[src/rtl/clb_pkg.sv]
// Shared definitions for the logic cluster: configuration FSM states and
// the helpers that size and lay out the serial configuration chain.
package clb_pkg;

    typedef enum logic [1:0] {
        ST_UNCFG = 2'd0,
        ST_SHIFT = 2'd1,
        ST_RUN   = 2'd2
    } cfg_state_e;

    function automatic int clb_clog2(input int v);
        int r;
        r = 0;
        for (int p = 1; p < v; p = p * 2) r++;
        return r;
    endfunction

    function automatic int sel_off(input int j, input int s);
        return j * s;
    endfunction

    function automatic int mode_off(input int k, input int s);
        return k * s;
    endfunction

    function automatic int lut_off(input int k, input int s);
        return k * s + 1;
    endfunction

    function automatic int ble_bits(input int k, input int s);
        return (1 << k) + 1 + k * s;
    endfunction

    function automatic int cfg_bits(input int k, input int n, input int s);
        return n * ble_bits(k, s);
    endfunction

endpackage

[src/rtl/ble_k.sv]
// One basic logic element: K input muxes, 2^K LUT, output flip-flop and mode mux.
// Combinational path in_i -> out_o when mode=1; registered q otherwise.
module ble_k
    import clb_pkg::*;
#(
    parameter int K = 4,
    parameter int I = 10,
    parameter int N = 4,
    parameter int S = 4
) (
    input  logic                      clk,
    input  logic                      rst,
    input  logic [ble_bits(K,S)-1:0]  cfg_i,
    input  logic [I-1:0]              in_i,
    input  logic [N-1:0]              fb_i,
    input  logic                      run_i,
    input  logic                      upd_i,
    input  logic                      ce_i,
    output logic                      out_o,
    output logic                      q_o
);

    localparam int LUT_W = 1 << K;

    logic [S-1:0]     sel;
    logic [K-1:0]     idx;
    logic [LUT_W-1:0] lut;
    logic             mode;
    logic             lut_out;
    logic             q_q, q_d;

    // Selects beyond I+N leave the LUT input at 0.
    always_comb begin
        idx = '0;
        sel = '0;
        for (int j = 0; j < K; j++) begin
            sel = cfg_i[sel_off(j, S) +: S];
            for (int x = 0; x < I; x++) begin
                if (sel == S'(x)) idx[j] = in_i[x];
            end
            for (int y = 0; y < N; y++) begin
                if (sel == S'(I + y)) idx[j] = fb_i[y];
            end
        end
    end

    assign lut     = cfg_i[lut_off(K, S) +: LUT_W];
    assign mode    = cfg_i[mode_off(K, S)];
    assign lut_out = lut[idx];

    always_comb begin
        q_d = q_q;
        if (!upd_i) begin
            q_d = 1'b0;
        end else if (ce_i) begin
            q_d = lut_out;
        end
    end

    always_ff @(posedge clk) begin
        if (rst) begin
            q_q <= 1'b0;
        end else begin
            q_q <= q_d;
        end
    end

    assign q_o   = q_q;
    assign out_o = run_i ? (mode ? lut_out : q_q) : 1'b0;

endmodule

[src/rtl/ble_cluster.sv]
// Cluster of N BLEs configured through a serial scan chain with load-length checking.
// Chain shifts one bit per cycle; outputs are live only once a full-length load completes.
module ble_cluster
    import clb_pkg::*;
#(
    parameter int K = 4,
    parameter int N = 4,
    parameter int I = 10
) (
    input  logic          clk,
    input  logic          rst,
    input  logic          scan_en,
    input  logic          scan_in,
    output logic          scan_out,
    input  logic          ce,
    input  logic [I-1:0]  in,
    output logic [N-1:0]  out,
    output logic          cfg_done,
    output logic          cfg_err
);

    localparam int S        = clb_clog2(I + N);
    localparam int BLE_BITS = ble_bits(K, S);
    localparam int CFG_BITS = cfg_bits(K, N, S);
    localparam int CW       = clb_clog2(CFG_BITS + 2);

    cfg_state_e            state_q, state_d;
    logic [CW-1:0]         cnt_q, cnt_d;
    logic [CFG_BITS-1:0]   chain_q, chain_d;
    logic                  so_q, so_d;
    logic                  err_q, err_d;
    logic                  run;
    logic                  upd;
    logic [N-1:0]          q_vec;

    always_ff @(posedge clk) begin
        if (rst) begin
            state_q <= ST_UNCFG;
        end else begin
            state_q <= state_d;
        end
    end

    always_comb begin
        state_d = state_q;
        case (state_q)
            ST_UNCFG, ST_RUN: begin
                if (scan_en) state_d = ST_SHIFT;
            end
            ST_SHIFT: begin
                if (!scan_en) state_d = (cnt_q == CW'(CFG_BITS)) ? ST_RUN : ST_UNCFG;
            end
            default: state_d = ST_UNCFG;
        endcase
    end

    // A scan request in RUN keeps outputs live this cycle but clears the flops at the edge.
    always_comb begin
        run      = (state_q == ST_RUN);
        upd      = run && !scan_en;
        cfg_done = run;
    end

    always_comb begin
        cnt_d   = cnt_q;
        chain_d = chain_q;
        so_d    = so_q;
        err_d   = err_q;
        if (scan_en) begin
            chain_d = {chain_q[CFG_BITS-2:0], scan_in};
            so_d    = chain_q[CFG_BITS-1];
            if (state_q != ST_SHIFT) begin
                cnt_d = CW'(1);
            end else if (cnt_q != CW'(CFG_BITS + 1)) begin
                cnt_d = cnt_q + CW'(1);
            end
        end else if (state_q == ST_SHIFT) begin
            cnt_d = '0;
            err_d = (cnt_q != CW'(CFG_BITS));
        end
    end

    always_ff @(posedge clk) begin
        if (rst) begin
            cnt_q   <= '0;
            chain_q <= '0;
            so_q    <= 1'b0;
            err_q   <= 1'b0;
        end else begin
            cnt_q   <= cnt_d;
            chain_q <= chain_d;
            so_q    <= so_d;
            err_q   <= err_d;
        end
    end

    assign scan_out = so_q;
    assign cfg_err  = err_q;

    for (genvar b = 0; b < N; b++) begin : g_ble
        ble_k #(
            .K (K),
            .I (I),
            .N (N),
            .S (S)
        ) u_ble (
            .clk   (clk),
            .rst   (rst),
            .cfg_i (chain_q[b*BLE_BITS +: BLE_BITS]),
            .in_i  (in),
            .fb_i  (q_vec),
            .run_i (run),
            .upd_i (upd),
            .ce_i  (ce),
            .out_o (out[b]),
            .q_o   (q_vec[b])
        );
    end

endmodule

[config.mk]
export PLATFORM = sky130hd
export DESIGN_NAME = ble_cluster
export DESIGN_NICKNAME = d
export VERILOG_FILES = /design/src/rtl/clb_pkg.sv /design/src/rtl/ble_k.sv /design/src/rtl/ble_cluster.sv
export SDC_FILE = /design/constraint.sdc
export NUM_CORES = 1
export LEC_CHECK = 0
export CAP_MARGIN = 20
export CORE_MARGIN = 1
export CORE_UTILIZATION = 55
export DETAILED_ROUTE_END_ITERATION = 7
export HOLD_SLACK_MARGIN = 0.06
export PLACE_DENSITY = 0.81
export SYNTH_ARGS = -nofsm -noshare
export SYNTH_HDL_FRONTEND = slang
export SYNTH_SLANG_ARGS = --single-unit
[constraint.sdc]
create_clock -name clk -period 5.7 [get_ports clk]
set_input_delay 0.855 -clock clk [delete_from_list [all_inputs] [get_ports clk]]
set_output_delay 0.855 -clock clk [all_outputs]
set_load 0.005 [all_outputs]
==> flow_summary.ini <==
[die]
die_w_um = 125.5
core_um2 = 14700
io_pins = 22
row_count = 44
die_h_um = 125.5
start_util = 0.5710
die_area_um2 = 15760

[sta]
tightest_slew_ns = 1.043
min_period_ns = 5.150
rsz0062_at_grt = false
period_share = 0.9036
tns_ns = 0
slew_headroom = 0.3047
setup_violations = 0
clock_skew_ns = 0.007622
setup_ws_ns = 0.5497
max_freq_mhz = 194.2
maxSlewViolCount = 0
fin_hold_ws_ns = 0.4880
final-hold-violation-count = 0

[yosys]
syn_area_per_cell_um2 = 9.692
syn-num-nets = 884
ys_seq_elements = 148
async_flop_share = 0
synth_flop_cell = dfxtp_1
synth_edf_count = 0
synth.distinct_cells = 75
syn_area_um2 = 8393
synth-seq-area-share = 0.3530
yosysWarnings = 0
postSynthCellCount = 866

[critical_path]
critPathKind = in -> out
worstPathArrival_ns = 4.30
path_max_fanout = 16
end_kind = primary output
crit_path_start_kind = primary input
cp.required_ns = 4.85

[clock_tree]
cts.reportedPaths.clkPinSlew_ns = 0.06
cts_made_buffers = 17
clockRootBuffer = clkbuf_16
postCtsHoldBufs = 0
clk_latency_ns = 0.43
cts_tree = yes
h-tree-depth = 4
ctsResizeCount = 0
cts_setup_buffers = 0
cts.sinks = 148
clk_path_buf_depth = 2

[power]
design_power_total_uw = 2297
ir_drop_v = 0.0002043
p_leak_uw = 0.003509
power_density_nw_per_um2 = 252.8

[global_route]
overflow = 0
grt_pass1_vias = 5950
grt_usage = 0.2373
antenna_found_initial = 0
grt_pass1_wl_um = 29900
grt_max_degree = 95

[route]
ant_nets = 0
dr.pass1.iters = 7
drt-initial-drc-count = 522
vias_per_cell = 6.085
route.detailed.drc = 2
wl_per_cell_um = 17.34
dr_total_vias = 6274
routed_wl_um = 17880

[placement]
placed_area_um2 = 8523
dp_slack_ns = 0.6636
dp_hpwl_um = 11400
port_buffers = 21
gp_congestion = 0.8385

[run_status]
violations = DRC
status = complete, but fails checks

[cells_and_area]
nNetsFinal = 852
antenna_cells = 0
layout_common_cells = 186 x mux2i_1, 165 x nor2_1, 148 x dfxtp_1
syn2layout_area_growth_pct = 8.259
fin_area_um2 = 9086
fillCellCount = 1186
final_common_cell = mux2i_1
final_layout_size_suffix_gt1_frac = 0.1122

[min_path]
min_path_type = reg -> reg

[job]
drv_cap = 0
through the flow:
step / cells / utilization
6_report: 1031 / 0.6181
5_1_grt: 1031 / 0.6181
4_1_cts: 1031 / 0.6181
3_5_place_dp: 999 / 0.5798
3_3_place_gp: 999 / 0.5798
2_1_floorplan: 866 / -
per-layer routing:
layer | track usage | vias to the layer above | part of all wire
met2 | 0.3739 | 178 | 0.47
met4 | 0.08967 | 0 | 0.014
met5 | 0 | - | 0
met3 | 0.06033 | 24 | 0.059
met1 | 0.3134 | 3024 | 0.46
li1 | - | 3048 | -
synth_stat cells, types with 3 or more instances:
library cell	number	area, um2
a21o_1	3	22.52
o21ai_0	14	70.07
nor2b_1	11	68.82
nand3_1	14	70.07
o21bai_1	5	37.54
and3_1	3	18.77
nand2_1	27	101.4
a22oi_1	7	52.55
nor3_1	9	45.04
ha_1	3	37.54
nand3b_1	10	75.07
nand2b_1	8	50.05
xnor2_1	3	26.28
nand4_1	5	31.28
mux2_2	7	78.83
buf_2	13	65.06
a22o_1	4	35.03
a21oi_1	21	105.1
a31oi_1	6	37.54
a211oi_1	3	22.52
buf_1	16	60.06
mux2i_1	186	1862
a221oi_1	4	35.03
nor2_1	165	619.3
buf_4	9	67.56
dfxtp_1	148	2963
xor2_1	3	26.28
and3b_1	3	26.28
nor3b_1	3	22.52
mux4_2	40	900.9
clkbuf_1	39	146.4
o21ai_1	4	20.02
inv_1	16	60.06
state kept, by name, summed over array words and instances, names as in the netlist:
| name | flops |
|---|---|
| chain_q | 132 |
| g_ble.u_ble.q_o | 4 |
| state_q | 2 |
| cnt_q | 8 |
| cfg_err | 1 |
| scan_out | 1 |
cells by family after synthesis:
logic type / share of synthesized area
compound gates: 0.09496
buf+inv: 0.05068
mux: 0.3430
xor+xnor: 0.006262
fa+ha+maj: 0.004473
flops: 0.3530
simple gates: 0.1476
layout make-up:
cell class / instances / area, um2 / share of cell area
repair buffers: 28 / 261.5 / 0.02878
multi-input cells: 622 / 5005 / 0.5508
flip-flops and latches: 148 / 2963 / 0.3261
inverters: 17 / 63.81 / 0.007023
clock inverters: 9 / 105.1 / 0.01157
clock buffers: 23 / 457.9 / 0.05040
well taps: 184 / 230.2 / 0.02534
report_power, final:
part           internal (uW)  switching, uW  total [uW]  leakage (uW)
clock                    653            425        1080      0.000275
sequential              1040           3.79        1040       0.00119
combinational           80.0           98.3         178       0.00204
path summary, 6_finish.rpt:
| path | startpoint | end | slack [ns] | depth (start not counted) |
|---|---|---|---|---|
| setup / recovery | in[9] | out[3] | 0.55 | 11 |
| setup reg to reg | g_ble[2].u_ble.q_o$_SDFFE_PP0P_ | g_ble[1].u_ble.q_o$_SDFFE_PP0P_ | 2.76 | 9 |
| hold / removal | scan_out$_SDFFE_PP0P_ | scan_out$_SDFFE_PP0P_ | 0.49 | 2 |
| hold reg to reg | scan_out$_SDFFE_PP0P_ | scan_out$_SDFFE_PP0P_ | 0.49 | 2 |
worst max-delay path: stages:
cell,delay [ns]
clkdlybuf4s50_1,0.74
mux4_2,0.59
mux2i_1,0.18
a2bb2oi_1,0.31
o31ai_1,0.26
mux2i_1,0.17
a32oi_1,0.18
mux2i_1,0.09
o22a_1,0.24
a21oi_1,0.15
clkdlybuf4s50_1,0.52
(Power assumes the default switching activity.)
